File: config.mk
export PLATFORM = sky130hd
export DESIGN_NAME = lr_sgd_trainer_flat
export DESIGN_NICKNAME = d
export VERILOG_FILES = /design/src/rtl/lr_sgd_trainer_pkg.sv /design/src/rtl/lr_sgd_trainer_if.sv /design/src/rtl/lr_sgd_trainer_mac.sv /design/src/rtl/lr_sgd_trainer.sv /design/src/flat_wrapper.sv
export SDC_FILE = /design/constraint.sdc
export NUM_CORES = 2
export LEC_CHECK = 0
export CAP_MARGIN = 20
export CORE_AREA = 2 2 241 243
export CTS_CLUSTER_SIZE = 8
export DETAILED_ROUTE_END_ITERATION = 10
export DIE_AREA = 0 0 243 245
export DONT_BUFFER_PORTS = 1
export PLACE_DENSITY_LB_ADDON = 0.3
export SKIP_CTS_REPAIR_TIMING = 1
export SLEW_MARGIN = 10
export SYNTH_ARGS = -nofsm -noshare
export SYNTH_HDL_FRONTEND = slang
export SYNTH_SLANG_ARGS = --single-unit
File: constraint.sdc
create_clock -name clk -period 21.5 [get_ports clk]
set_input_delay 4.3 -clock clk [delete_from_list [all_inputs] [get_ports clk]]
set_output_delay 4.3 -clock clk [all_outputs]
set_load 0.02 [all_outputs]
File: src/rtl/lr_sgd_trainer_pkg.sv
// rtl/lr_sgd_trainer_pkg.sv - FSM state type, Q-format constants and saturation helper
package lr_pkg;

  typedef enum logic [2:0] {IDLE, DOT, ERR, UPD, OUT} state_t;

  localparam int DATA_W_DEF = 16;
  localparam int FRAC_W_DEF = 10;
  localparam int ONE        = 1 << FRAC_W_DEF;

  // Clamp a signed value to the range of a width-bit two's complement number
  function automatic logic signed [63:0] sat(input logic signed [63:0] value, input int width);
    logic signed [63:0] hi;
    logic signed [63:0] lo;
    hi = (64'sd1 <<< (width - 1)) - 64'sd1;
    lo = -(64'sd1 <<< (width - 1));
    if (value > hi) return hi;
    if (value < lo) return lo;
    return value;
  endfunction

endpackage

File: src/rtl/lr_sgd_trainer_if.sv
// rtl/lr_sgd_trainer_if.sv - sample stream in, prediction/error result out
interface lr_sgd_trainer_if #(
  parameter int N_FEAT = 4,
  parameter int DATA_W = 16
);
  logic                     s_valid;
  logic                     s_ready;
  logic [N_FEAT*DATA_W-1:0] s_x;
  logic [DATA_W-1:0]        s_y;
  logic                     train_en;
  logic                     p_valid;
  logic [DATA_W-1:0]        p_yhat;
  logic [DATA_W-1:0]        p_err;

  modport master (output s_valid, s_x, s_y, train_en,
                  input  s_ready, p_valid, p_yhat, p_err);
  modport slave  (input  s_valid, s_x, s_y, train_en,
                  output s_ready, p_valid, p_yhat, p_err);
endinterface

File: src/rtl/lr_sgd_trainer_mac.sv
// rtl/lr_sgd_trainer_mac.sv - single signed multiplier shared by dot-product and weight update
module lr_mac import lr_pkg::*; #(
  parameter int DATA_W = 16,
  parameter int FRAC_W = 10,
  parameter int ACC_W  = 40
) (
  input  logic                     upd_mode,
  input  logic signed [DATA_W-1:0] a,
  input  logic signed [DATA_W-1:0] b,
  input  logic signed [ACC_W-1:0]  addend,
  output logic signed [ACC_W-1:0]  res
);
  logic signed [2*DATA_W-1:0] prod;
  logic signed [63:0]         upd_sum;

  assign prod    = a * b;
  // Update mode: addend carries the sign-extended weight, result is the saturated new weight
  assign upd_sum = 64'(addend) + 64'(prod >>> FRAC_W);
  assign res     = upd_mode ? ACC_W'(sat(upd_sum, DATA_W)) : addend + ACC_W'(prod);
endmodule

File: src/rtl/lr_sgd_trainer.sv
// rtl/lr_sgd_trainer.sv - fixed-point linear-regression trainer with one time-shared MAC
module lr_sgd_trainer import lr_pkg::*; #(
  parameter int                N_FEAT   = 4,
  parameter int                DATA_W   = DATA_W_DEF,
  parameter int                FRAC_W   = FRAC_W_DEF,
  parameter int                ACC_W    = 40,
  parameter int                LR_SHIFT = 7,
  parameter logic [DATA_W-1:0] W_INIT   = DATA_W'(ONE / 4),
  localparam int               IDX_W    = $clog2(N_FEAT) + 1
) (
  input  logic               clk,
  input  logic               rst_n,
  lr_sgd_trainer_if.slave    bus,
  input  logic               wt_clear,
  input  logic [IDX_W-1:0]   wt_rd_idx,
  output logic [DATA_W-1:0]  wt_rd_data,
  output logic               busy,
  output logic [31:0]        sample_cnt
);
  state_t                    state;
  logic [IDX_W-1:0]          idx;
  logic signed [DATA_W-1:0]  x_r [N_FEAT];
  logic signed [DATA_W-1:0]  w   [N_FEAT];
  logic signed [DATA_W-1:0]  y_r, err_r;
  logic                      train_r;
  logic                      ready_en;
  logic signed [ACC_W-1:0]   acc;

  logic signed [DATA_W-1:0]  x_sel, w_sel, step, mac_b, yhat_c, err_c;
  logic signed [ACC_W-1:0]   mac_addend, mac_res;
  logic                      upd_mode, last;

  always_comb begin
    x_sel      = '0;
    w_sel      = '0;
    wt_rd_data = '0;
    for (int i = 0; i < N_FEAT; i++) begin
      if (idx == IDX_W'(i)) begin
        x_sel = x_r[i];
        w_sel = w[i];
      end
      if (wt_rd_idx == IDX_W'(i)) wt_rd_data = w[i];
    end
    upd_mode   = (state == UPD);
    step       = err_r >>> LR_SHIFT;
    mac_b      = upd_mode ? step : w_sel;
    mac_addend = upd_mode ? ACC_W'(w_sel) : acc;
    last       = (idx == IDX_W'(N_FEAT - 1));
    yhat_c     = DATA_W'(sat(64'(acc >>> FRAC_W), DATA_W));
    err_c      = DATA_W'(sat(64'(y_r) - 64'(yhat_c), DATA_W));
  end

  lr_mac #(.DATA_W(DATA_W), .FRAC_W(FRAC_W), .ACC_W(ACC_W)) u_mac (
    .upd_mode (upd_mode),
    .a        (x_sel),
    .b        (mac_b),
    .addend   (mac_addend),
    .res      (mac_res)
  );

  // ready_en keeps s_ready low until the first edge after reset release
  assign bus.s_ready = ready_en && (state == IDLE) && !wt_clear;
  assign busy        = (state != IDLE);

  always_ff @(posedge clk or negedge rst_n) begin
    if (!rst_n) begin
      state       <= IDLE;
      idx         <= '0;
      acc         <= '0;
      y_r         <= '0;
      err_r       <= '0;
      train_r     <= 1'b0;
      ready_en    <= 1'b0;
      bus.p_valid <= 1'b0;
      bus.p_yhat  <= '0;
      bus.p_err   <= '0;
      sample_cnt  <= '0;
      for (int i = 0; i < N_FEAT; i++) begin
        x_r[i] <= '0;
        w[i]   <= W_INIT;
      end
    end else begin
      ready_en <= 1'b1;
      case (state)
        IDLE: begin
          if (wt_clear) begin
            for (int i = 0; i < N_FEAT; i++) w[i] <= W_INIT;
            sample_cnt <= '0;
          end else if (bus.s_valid && bus.s_ready) begin
            for (int i = 0; i < N_FEAT; i++) x_r[i] <= bus.s_x[i*DATA_W +: DATA_W];
            y_r     <= bus.s_y;
            train_r <= bus.train_en;
            acc     <= '0;
            idx     <= '0;
            state   <= DOT;
          end
        end
        DOT: begin
          acc <= mac_res;
          idx <= idx + 1'b1;
          if (last) begin
            idx   <= '0;
            state <= ERR;
          end
        end
        ERR: begin
          bus.p_yhat <= yhat_c;
          bus.p_err  <= err_c;
          err_r      <= err_c;
          if (train_r) begin
            state <= UPD;
          end else begin
            state       <= OUT;
            bus.p_valid <= 1'b1;
          end
        end
        UPD: begin
          for (int i = 0; i < N_FEAT; i++)
            if (idx == IDX_W'(i)) w[i] <= mac_res[DATA_W-1:0];
          idx <= idx + 1'b1;
          if (last) begin
            idx         <= '0;
            state       <= OUT;
            bus.p_valid <= 1'b1;
            if (sample_cnt != '1) sample_cnt <= sample_cnt + 32'd1;
          end
        end
        OUT: begin
          bus.p_valid <= 1'b0;
          state       <= IDLE;
        end
        default: state <= IDLE;
      endcase
    end
  end
endmodule

File: src/flat_wrapper.sv
// flat-port wrapper written by rule: the top's interface ports become plain ports
module lr_sgd_trainer_flat import lr_pkg::*;
#(
  parameter int                N_FEAT   = 4,
  parameter int                DATA_W   = DATA_W_DEF,
  parameter int                FRAC_W   = FRAC_W_DEF,
  parameter int                ACC_W    = 40,
  parameter int                LR_SHIFT = 7,
  parameter logic [DATA_W-1:0] W_INIT   = DATA_W'(ONE / 4),
  localparam int               IDX_W    = $clog2(N_FEAT) + 1
)
  (clk, rst_n, wt_clear, wt_rd_idx, wt_rd_data, busy, sample_cnt, bus_s_valid, bus_s_x, bus_s_y, bus_train_en, bus_s_ready, bus_p_valid, bus_p_yhat, bus_p_err);
  lr_sgd_trainer_if #(.N_FEAT(N_FEAT), .DATA_W(DATA_W)) bus_i ();
  input  logic clk;
  input  logic rst_n;
  input  logic wt_clear;
  input  logic [IDX_W-1:0] wt_rd_idx;
  output logic [DATA_W-1:0] wt_rd_data;
  output logic busy;
  output logic [31:0] sample_cnt;
  input wire logic [$bits(bus_i.s_valid)-1:0] bus_s_valid;
  input wire logic [$bits(bus_i.s_x)-1:0] bus_s_x;
  input wire logic [$bits(bus_i.s_y)-1:0] bus_s_y;
  input wire logic [$bits(bus_i.train_en)-1:0] bus_train_en;
  output wire logic [$bits(bus_i.s_ready)-1:0] bus_s_ready;
  output wire logic [$bits(bus_i.p_valid)-1:0] bus_p_valid;
  output wire logic [$bits(bus_i.p_yhat)-1:0] bus_p_yhat;
  output wire logic [$bits(bus_i.p_err)-1:0] bus_p_err;
  assign bus_i.s_valid = bus_s_valid;
  assign bus_i.s_x = bus_s_x;
  assign bus_i.s_y = bus_s_y;
  assign bus_i.train_en = bus_train_en;
  assign bus_s_ready = bus_i.s_ready;
  assign bus_p_valid = bus_i.p_valid;
  assign bus_p_yhat = bus_i.p_yhat;
  assign bus_p_err = bus_i.p_err;
  lr_sgd_trainer #(.N_FEAT(N_FEAT), .DATA_W(DATA_W), .FRAC_W(FRAC_W), .ACC_W(ACC_W), .LR_SHIFT(LR_SHIFT), .W_INIT(W_INIT)) u_core (.clk(clk), .rst_n(rst_n), .bus(bus_i), .wt_clear(wt_clear), .wt_rd_idx(wt_rd_idx), .wt_rd_data(wt_rd_data), .busy(busy), .sample_cnt(sample_cnt));
endmodule
==> impl_summary.log <==
INFO  metric max_freq = between 70 and 80 MHz
INFO  metric worstMarginPinSlew = between 1 and 1.5 ns
INFO  metric worst_hold_path_type = reg2reg
INFO  metric cts_tree = done
INFO  metric clock_tree.buffer_depth = 3
INFO  metric gr-total-overflow = 0
INFO  metric gate_count_post_synth = just over 3000
INFO  metric worstPathMaxFanout = 82
INFO  metric wp_depth = 39
INFO  metric top_usage_layer = met2
INFO  metric grt_antenna_before_repair = 1
INFO  metric first_global_vias = 22597
INFO  metric final_max_slew_viol_count = 0
INFO  metric grt.met2_usage = around 44%
INFO  metric synthArstFlopShare = 100.0%
INFO  metric first_pass_grt_wire_length = roughly 130000 µm
INFO  metric pin_count_of_the_biggest_net_entering_global_routing = ~260
INFO  metric setup_crit_end_kind = flop
INFO  metric die_h = about 250 µm
INFO  metric htree_levels = 2
INFO  metric layout.nets = ~3500
INFO  metric ranking_of_synthesized_cells_by_instance_count = 369 x sky130_fd_sc_hd__nor2_1, 365 x sky130_fd_sc_hd__inv_1, 286 x sky130_fd_sc_hd__nand2_1, 265 x sky130_fd_sc_hd__fa_1, 253 x sky130_fd_sc_hd__dfrtp_1
INFO  metric yosysTopAreaCell = sky130_fd_sc_hd__dfrtp_1
INFO  metric grt_met1_use = around a third
INFO  metric routed_via_density = slightly below 6
INFO  metric clock_latency = roughly 0.56 ns
INFO  metric post-dp-hpwl = 61580 µm
INFO  metric dr.first_iter.drc_count = 2086
INFO  metric ys.warnings.count = 0
INFO  metric port-buffer-count = 0
INFO  metric placed_area = between 20000 and 30000 µm²
INFO  metric clk_transition_reported_paths = roughly 0.050 ns
INFO  metric worst_path_max_delay_cell = sky130_fd_sc_hd__buf_4
INFO  metric final.min_clock_period = between 10 and 15 ns
INFO  metric cp_data_required_time = around 22 ns
INFO  metric tritoncts.num_buffers = 38
INFO  metric ios = 171
INFO  metric max_stage_delay = 0.68 ns
INFO  metric critical_path_class = reg2reg
INFO  metric floorplan.initialDensity = 47.47%
INFO  metric fp-row-count = about 90
INFO  metric synthesis.area = about 27000 µm²
INFO  metric run_status = finished clean
INFO  metric cp.arrival = roughly 14 ns
INFO  metric die_area = ~60000 µm²
INFO  metric antenna_left = 0
INFO  metric post_synth_cell_types = 100
INFO  metric synth_area_leaders = sky130_fd_sc_hd__dfrtp_1 23%, sky130_fd_sc_hd__fa_1 20%, sky130_fd_sc_hd__ha_1 8.0%, sky130_fd_sc_hd__nor2_1 5.1%, sky130_fd_sc_hd__inv_1 5.1%
INFO  metric core_region_area = approximately 57000 µm²
INFO  metric hold_violations = 0
INFO  metric finalClockSkew = 0.03345 ns
INFO  metric number_of_setup_violations_in_the_final_report = 0
INFO  metric timing.critical_path.max_delay_family = compound AO/OA/AOI/OAI gates
INFO  metric wl_per_cell = roughly 21 µm
INFO  metric final_layout_size_suffix_gt1_share = just under 8%
INFO  metric timing.critical_path.mode_cell = sky130_fd_sc_hd__fa_1
INFO  metric synth_top_flop_cell = sky130_fd_sc_hd__dfrtp_1
INFO  metric floorplan.die.width = 243 µm
INFO  metric grt.total_usage = 26.83%
INFO  metric maxCapViolCount = 0
INFO  metric globalplace.congestion = 0.9573
INFO  metric area_delta_synth_final = 6.654%
INFO  metric worst_slew_margin_rel = approximately 29%
INFO  metric use_met3 = 4.920%
INFO  metric tns = 0 ns
INFO  metric drc_violations_left = 0
INFO  metric setup.worst_path.start_class = flop
INFO  metric clock-sinks = 257
INFO  metric clock_tree_root_buffer_cell = sky130_fd_sc_hd__clkbuf_16
INFO  metric stdcell_area = roughly 29000 µm²
INFO  metric final_util = a little over 50%
INFO  metric grt_setup_unrepaired = false
INFO  metric final-instance-count-excl-fill = 3793
INFO  metric final.period_utilization = between 60% and 70%
INFO  metric dp_cells = ~3700
INFO  metric drt-pass1-iter-count = 6
INFO  metric path_buf_inv = 5
INFO  metric dr_total_vias = around 22000
INFO  metric synth_top_cell_area_share = 23.38%
INFO  metric postSynthNetCount = 3600
INFO  metric hold_depth = 2
INFO  metric synth.yosys.seq_area_share = a little under a quarter
INFO  metric number_of_cells_on_the_worst_reg_to_reg_path = 39
INFO  metric post-synth-top-count-cell = sky130_fd_sc_hd__nor2_1
INFO  metric syn_avg_cell_area = between 8 and 9 µm²
INFO  metric synth_edf_count = 0
INFO  metric drt_wl_total = 79020 µm
INFO  metric synth-seq-cells = 257
## layout by cell type, fill, tap and decap left out, types with 38 or more instances in the layout
cell                        netlist  layout
sky130_fd_sc_hd__xor2_1          51      51
sky130_fd_sc_hd__clkbuf_16        0      38
sky130_fd_sc_hd__fa_1           265     265
sky130_fd_sc_hd__a21o_1          73      73
sky130_fd_sc_hd__nor2_1         369     368
sky130_fd_sc_hd__inv_1          365     365
sky130_fd_sc_hd__dfrtp_1        253     253
sky130_fd_sc_hd__nand3_1         48      46
sky130_fd_sc_hd__mux2_2          83      83
sky130_fd_sc_hd__xnor2_1         73      72
sky130_fd_sc_hd__o21ai_0        157     157
sky130_fd_sc_hd__a21oi_1        216     216
sky130_fd_sc_hd__a211oi_1        45      45
sky130_fd_sc_hd__nand2_1        286     286
sky130_fd_sc_hd__ha_1           174     174
## state kept, by name, indices dropped and copies added, names as in the netlist
signal	flops
u_core.w	64
u_core.idx	3
u_core.bus.p_yhat	16
u_core.state	3
u_core.train_r	1
u_core.ready_en	1
u_core.y_r	16
u_core.bus.p_err	16
u_core.bus.p_valid	1
u_core.x_r	64
u_core.acc	40
u_core.sample_cnt	32
## path summary, 6_finish.rpt
check | slack [ns] | endpoint | start
setup / recovery | 8.32 | u_core.w[38] | u_core.idx[0]
hold / removal | 0.47 | u_core.acc[0] | u_core.acc[0]
setup reg to reg | 8.32 | u_core.w[38] | u_core.idx[0]
hold reg to reg | 0.47 | u_core.acc[0] | u_core.acc[0]
max in group asynchronous | 17.31 | u_core.x_r[25] | rst_n
min in group asynchronous | 3.46 | u_core.acc[37] | rst_n
## cells by family (layout without fill, tap and decap cells)
group,count (synthesis),after routing,synth area share (%)
AOI/OAI and AO/OA,709,709,16.68
adders and majority gates,447,447,27.93
DFF,257,257,23.77
other,1,2,0.01385
and+or+nand+nor,932,932,15.57
xor gates and xnor gates,124,124,4.011
muxes,100,100,4.820
buffers and inverters,503,457,7.204
## metal layers
layer,up-vias,share of wire (%)
met5,-,0
met4,0,3.7
met3,177,6.9
met2,791,48
met1,11085,41
li1,10164,-
## per-stage QoR
| step | setup WS (ns) | hold WS [ns] |
|---|---|---|
| 6_report | 8.323 | 0.4722 |
| 3_3_place_gp | 8.462 | 0.4554 |
| 4_1_cts | 8.470 | 0.4704 |
| 3_5_place_dp | 8.576 | 0.4613 |
| 5_1_grt | 7.556 | 0.5020 |
| 2_1_floorplan | 10.48 | 0.4386 |
## layout make-up
class / count / area (µm²)
clock inverters: 3 / 58.81
well taps: 765 / 957.2
repair buffers: 33 / 275.3
multi-input cells: 2313 / 18740
diodes: 1 / 2.502
fillers: 5352 / 28160
flip-flops and latches: 257 / 6436
clock buffers: 55 / 1035
inverters: 366 / 1374
## worst min-delay path: cells and delay by family (launching register included)
family	cells	cell delay, ns
DFF	1	0.34
and+or+nand+nor	2	0.10
Power is left out: the tool's default activity adds up to more than one toggle a clock period on the data nets, which glitch-free logic cannot reach.
